===== config.mk =====
export PLATFORM = sky130hd
export DESIGN_NAME = multicore_run_ctrl
export DESIGN_NICKNAME = d
export VERILOG_FILES = /design/src/rtl/multicore_run_ctrl_pkg.sv /design/src/rtl/multicore_run_ctrl_sat_counter.sv /design/src/rtl/multicore_run_ctrl.sv
export SDC_FILE = /design/constraint.sdc
export NUM_CORES = 1
export LEC_CHECK = 0
export CORE_MARGIN = 4
export CORE_UTILIZATION = 25
export DETAILED_ROUTE_END_ITERATION = 8
export DONT_BUFFER_PORTS = 1
export PLACE_DENSITY = 0.47
export SETUP_SLACK_MARGIN = 0.05
export SYNTH_ARGS = -nofsm -noshare
export SYNTH_HDL_FRONTEND = slang
export SYNTH_SLANG_ARGS = --single-unit

===== constraint.sdc =====
create_clock -name clk -period 2 [get_ports clk]
set_input_delay 0.3 -clock clk [delete_from_list [all_inputs] [get_ports clk]]
set_output_delay 0.3 -clock clk [all_outputs]
set_load 0.01 [all_outputs]

===== src/rtl/multicore_run_ctrl_pkg.sv =====
// Shared types and constants for the multicore run coordinator.
package multicore_run_ctrl_pkg;

  localparam int unsigned DEFAULT_CORE_COUNT = 4;

  typedef enum logic [2:0] {
    ST_IDLE,
    ST_LAUNCH,
    ST_RUN,
    ST_FINISH,
    ST_ABORT
  } run_state_t;

endpackage


===== src/rtl/multicore_run_ctrl_sat_counter.sv =====
// Saturating up-counter with synchronous clear; holds at all-ones.
module sat_counter #(
  parameter int unsigned WIDTH = 16
) (
  input  logic             clk,
  input  logic             rst_n,
  input  logic             clr,
  input  logic             en,
  output logic [WIDTH-1:0] count
);

  always_ff @(posedge clk or negedge rst_n) begin
    if (!rst_n) begin
      count <= '0;
    end else if (clr) begin
      count <= '0;
    end else if (en && (count != {WIDTH{1'b1}})) begin
      count <= count + WIDTH'(1);
    end
  end

endmodule


===== src/rtl/multicore_run_ctrl.sv =====
// Run coordinator: launches a masked subset of cores, gathers their done
// flags, counts RUN cycles and aborts on an optional timeout.
module multicore_run_ctrl
  import multicore_run_ctrl_pkg::*;
#(
  parameter int unsigned CORE_COUNT     = DEFAULT_CORE_COUNT,
  parameter int unsigned CYCLE_WIDTH    = 16,
  parameter int unsigned TIMEOUT_CYCLES = 0
) (
  input  logic                   clk,
  input  logic                   rstN,
  input  logic                   start,
  input  logic [CORE_COUNT-1:0]  coreMask,
  input  logic [CORE_COUNT-1:0]  coreReady,
  input  logic [CORE_COUNT-1:0]  coreDone,
  output logic [CORE_COUNT-1:0]  coreStart,
  output logic                   ready,
  output logic                   busy,
  output logic                   done,
  output logic                   timeout,
  output logic [CORE_COUNT-1:0]  doneMask,
  output logic [CYCLE_WIDTH-1:0] cycleCount
);

  localparam logic                   TIMEOUT_EN   = (TIMEOUT_CYCLES != 0);
  localparam logic [CYCLE_WIDTH-1:0] TIMEOUT_LAST = CYCLE_WIDTH'(TIMEOUT_CYCLES - 1);

  run_state_t            state, state_n;
  logic [CORE_COUNT-1:0] active_mask, active_mask_n;
  logic [CORE_COUNT-1:0] done_mask_n, core_start_n, seen_mask;
  logic                  done_n, timeout_n;
  logic                  cnt_clr, cnt_en;
  logic                  mask_ok;

  // A launch needs a non-empty mask whose cores all report ready.
  assign mask_ok = (coreMask != '0) && ((coreReady & coreMask) == coreMask);
  assign ready   = (state == ST_IDLE) && mask_ok;
  assign busy    = (state == ST_LAUNCH) || (state == ST_RUN);

  sat_counter #(
    .WIDTH(CYCLE_WIDTH)
  ) u_cycle_cnt (
    .clk  (clk),
    .rst_n(rstN),
    .clr  (cnt_clr),
    .en   (cnt_en),
    .count(cycleCount)
  );

  always_comb begin
    state_n       = state;
    active_mask_n = active_mask;
    done_mask_n   = doneMask;
    core_start_n  = '0;
    done_n        = 1'b0;
    timeout_n     = timeout;
    cnt_clr       = 1'b0;
    cnt_en        = 1'b0;
    seen_mask     = doneMask | (coreDone & active_mask);

    unique case (state)
      ST_IDLE: begin
        if (start && mask_ok) begin
          state_n       = ST_LAUNCH;
          active_mask_n = coreMask;
          done_mask_n   = '0;
          timeout_n     = 1'b0;
          cnt_clr       = 1'b1;
          core_start_n  = coreMask;
        end
      end
      ST_LAUNCH: state_n = ST_RUN;
      ST_RUN: begin
        cnt_en      = 1'b1;
        done_mask_n = seen_mask;
        // Completion takes priority over a timeout landing in the same cycle.
        if (seen_mask == active_mask) begin
          state_n = ST_FINISH;
          done_n  = 1'b1;
        end else if (TIMEOUT_EN && (cycleCount == TIMEOUT_LAST)) begin
          state_n   = ST_ABORT;
          timeout_n = 1'b1;
        end
      end
      ST_FINISH, ST_ABORT: state_n = ST_IDLE;
      default: state_n = ST_IDLE;
    endcase
  end

  always_ff @(posedge clk or negedge rstN) begin
    if (!rstN) begin
      state       <= ST_IDLE;
      active_mask <= '0;
      doneMask    <= '0;
      coreStart   <= '0;
      done        <= 1'b0;
      timeout     <= 1'b0;
    end else begin
      state       <= state_n;
      active_mask <= active_mask_n;
      doneMask    <= done_mask_n;
      coreStart   <= core_start_n;
      done        <= done_n;
      timeout     <= timeout_n;
    end
  end

endmodule


==> impl.org <==
** Outcome
- Run status :: finished, final reports clean

** Layout
- Final standard cell utilization of the core :: 29.6%
- Number of diodes added for antenna fixing :: 0
- In the final layout, the share of cells above drive strength 1 is 19.3%.
- Area growth from synthesis to layout :: 13.5%
- Final net count :: 194
- The finished layout holds 253 standard cells, fillers aside.
- Top library cells by usage in the layout, fill and taps aside :: dfrtp_1, inv_1, nor2_1
- Leaving out fill and tap cells, the most frequent cell in the layout is dfrtp_1.

** Floorplan
- The die is 89.8 µm wide.
- Floorplan row count :: 29
- For this configuration, the core starts out at a cell density of 26.1%.
- Overall die area :: 8070 µm²
- Die boundary height :: 89.8 µm
- The core region is 6420 µm².
- 43 I/O pins were placed.

** Power and ir drop
- Power spread over the standard cell area amounts to 1370 nW/µm².
- Sum of internal, switching and leakage power :: 0.00260 W
- Reported leakage power :: 0.871 nW
- IR analysis of the VDD net gives a maximum drop of 0.311 mV.

** Detailed routing
- In this run the remaining antenna-violating nets after routing total 0.
- Number of DRC markers in iteration 0 :: 70
- DR WL/cell :: 15.4 µm
- Detailed-route DRC error count :: 0
- The first TritonRoute pass finished after 4 iterations.
- WL final :: 3.90 mm
- For this block, the via count after detailed routing is 1191.
- In the routed layout, each cell is associated on average with a via count of 4.71.

** Clock network
- Clock-pin slew was measured on the worst setup and hold paths at 0.07 ns.
- Clock tree synthesis inserted a total of 5 buffers.
- For this design, the sink count on the clock tree is 31.
- The clock passes through at most 2 buffers.
- Clock tree from TritonCTS :: yes
- CTS root buf :: clkbuf_8
- H-Tree Level Count :: 2
- Post-CTS Setup Inserts :: 0
- Clock insertion delay at the later pin of the skew report :: 0.28 ns

** Timing
- Max-slew violation total from the final report :: 0
- Setup_tns :: 0 ns
- Setup repair after global routing left no endpoint under its margin.
- Clock skew on the completed layout was measured at 0.00232 ns.
- Final critical delay including setup and external delays :: 1.80 ns
- Fmax :: 557 MHz
- Setup violations remaining at the end of the flow were counted as 0.
- The total count of hold-check failures in the final report was 0.
- Final worst path period share :: 89.8%

** Synth
- Number of distinct library cells after synthesis :: 39
- Count of yosys warnings during synthesis :: 0
- Sequential cell area fraction in the yosys report :: 46.3%
- Each instance of the synthesized netlist takes up on average 10.1 µm².
- The synthesized netlist occupies a cell area of 1670 µm².
- The top cell type by area accounts for 46.3% of the synthesized area.
- When the netlist entered floorplanning its net count stood at 183.
- Flip-flop cell with the highest count after synthesis :: dfrtp_1
- The cell count after synthesis came out at 165.
- Largest area contributor in the netlist :: dfrtp_1
- Counting flops with an async set or reset pin after synthesis yields a share of 100%.
- Counting flops with a built-in enable in the synthesized netlist gives 0.
- By area the synthesized netlist is led by dfrtp_1, xnor2_1, a21oi_1.
- Number of register bits inferred by synthesis :: 31

** Critical path
- The slowest stage of the critical path belongs to the cell dfrtp_1.
- Counting buffers and inverters, the worst setup path is 6 cells deep.
- Path type of the worst setup path :: reg -> reg
- STA classifies the critical path startpoint as a register.
- The critical path contains buffers and inverters numbering 0 combined.
- The signal on the critical path passes through ha_1 -> and3_1 -> and3_1 -> a21oi_1 -> mux2i_1 -> nor2_1.
- Maximum fanout encountered on the critical timing path :: 11
- Broken down by cell family, the worst path's largest delay share belongs to simple AND/OR/NAND/NOR gates.
- Highest cell delay on the worst timing path :: 0.38 ns
- For the worst setup path, the data arrival time is 1.96 ns.
- Measured in cells, the most critical reg-to-reg path has a length of 6.
- Counting stages on the worst path, the most repeated cell is and3_1.
- Category of the worst setup path capture point :: register
- STA puts the critical path data required time at 2.16 ns.

** Global routing
- Number of antenna violations at the first check in global routing :: 0
- The layer flagged by global routing as most heavily used is met2.
- Global routing consumed, on the met2 layer, 15.6% of the routing resources.
- Entering global routing, the biggest net connects 32 pins.
- The first global-routing pass estimated 6.54 mm of wire.
- The number of global-route vias before repair is 1214.
- Tot GR Track Use :: 10.1%
- Global-route met1 utilization :: 12.6%
- Met3 usage in global routing :: 3.92%
- Residual overflow from global routing :: 0

** Worst hold path
- The tightest min-delay check is of the in -> reg type.
- Counting instances, the worst hold path has a depth of 1.

** Job
- Number of violations of the max-capacitance limit :: 0

** Placement
- Placed Cells :: 244
- Summed over all nets, the half-perimeter wirelength after detailed placement is 2.84 mm.
- In this run the tool buffered the top-level ports with 0 buffer cells.
- Final weighted congestion in routability-driven placement :: 0.700
repair_timing:
action	in CTS	in global routing
setup endpoints to repair	0	22
hold buffers	2	0
endpoints found under the hold margin	31	0
gates resized for setup	0	1
worst paths after layout:
check	slack, ns	startpoint	to
min reg2reg	0.51	state[0]	state[0]
min in group asynchronous	0.48	rstN	active_mask[0]
min	0.15	coreMask[2]	coreStart[2]
max in group asynchronous	1.35	rstN	doneMask[3]
max reg2reg	0.20	u_cycle_cnt.count[0]	u_cycle_cnt.count[1]
max	0.20	u_cycle_cnt.count[0]	u_cycle_cnt.count[1]
registers in the layout, summed over array words and instances, names as in the netlist:
name and flops:
active_mask 4, coreStart 4, done 1, doneMask 4, state 2, u_cycle_cnt.count 16
synth_stat cells (2+ instances only):
cell type	n
buf_2	3
xnor2_1	8
and3_1	5
xor2_1	4
mux2i_1	2
nand2b_1	3
a21oi_1	12
nor3b_1	2
ha_1	3
nand3_1	4
nand4_1	9
mux2_2	5
dfrtp_1	31
inv_1	15
nor2_1	14
o22ai_1	4
buf_6	4
and2_1	6
nand2_1	7
nor4_2	2
a31oi_1	4
metrics by stage:
| stage | hold WS (ns) | area (µm²) | setup WS (ns) |
|---|---|---|---|
| after detailed placement | 0.00561 | 1780 | 0.0940 |
| after global placement | 0.00554 | 1780 | 0.152 |
| final | 0.146 | 1900 | 0.203 |
| after CTS | 0.137 | 1900 | 0.0737 |
| after floorplan | 0.00441 | 1670 | 0.190 |
| after global routing | 0.130 | 1900 | 0.0781 |
kinds of logic (layout without fill, tap and decap cells):
kind of cell | Yosys count | in the layout | share of synthesized area [%]
muxes | 7 | 7 | 4.56
and+or+nand+nor | 59 | 59 | 20.3
buffers and inverters | 24 | 35 | 7.62
xor gates and xnor gates | 12 | 12 | 6.28
AOI/OAI and AO/OA | 28 | 28 | 12.5
adders and majority gates | 3 | 3 | 2.24
DFF | 31 | 31 | 46.3
other | 1 | 1 | 0.224
per-layer routing:
layer	wire length (µm)	part of all wire, %
met5	0	0
met4	55	1.4
met3	216	5.5
met2	1780	45
met1	1860	48
final cells by class:
cell class	count	area, µm²
fillers	667	4520
flip-flops and latches	31	776
multi-input cells	110	772
repair buffers	13	113
well taps	77	96.3
clock buffers	6	82.6
inverters	15	56.3
clock inverters	1	5.00
where the power goes:
group,total (W),switching [W],internal [W]
Sequential,0.00118,0.000316,0.000860
Clock,0.000507,0.000237,0.000270
Combinational,0.000919,0.000475,0.000444
Total,0.00260,0.00103,0.00157
(Power assumes the default switching activity.)
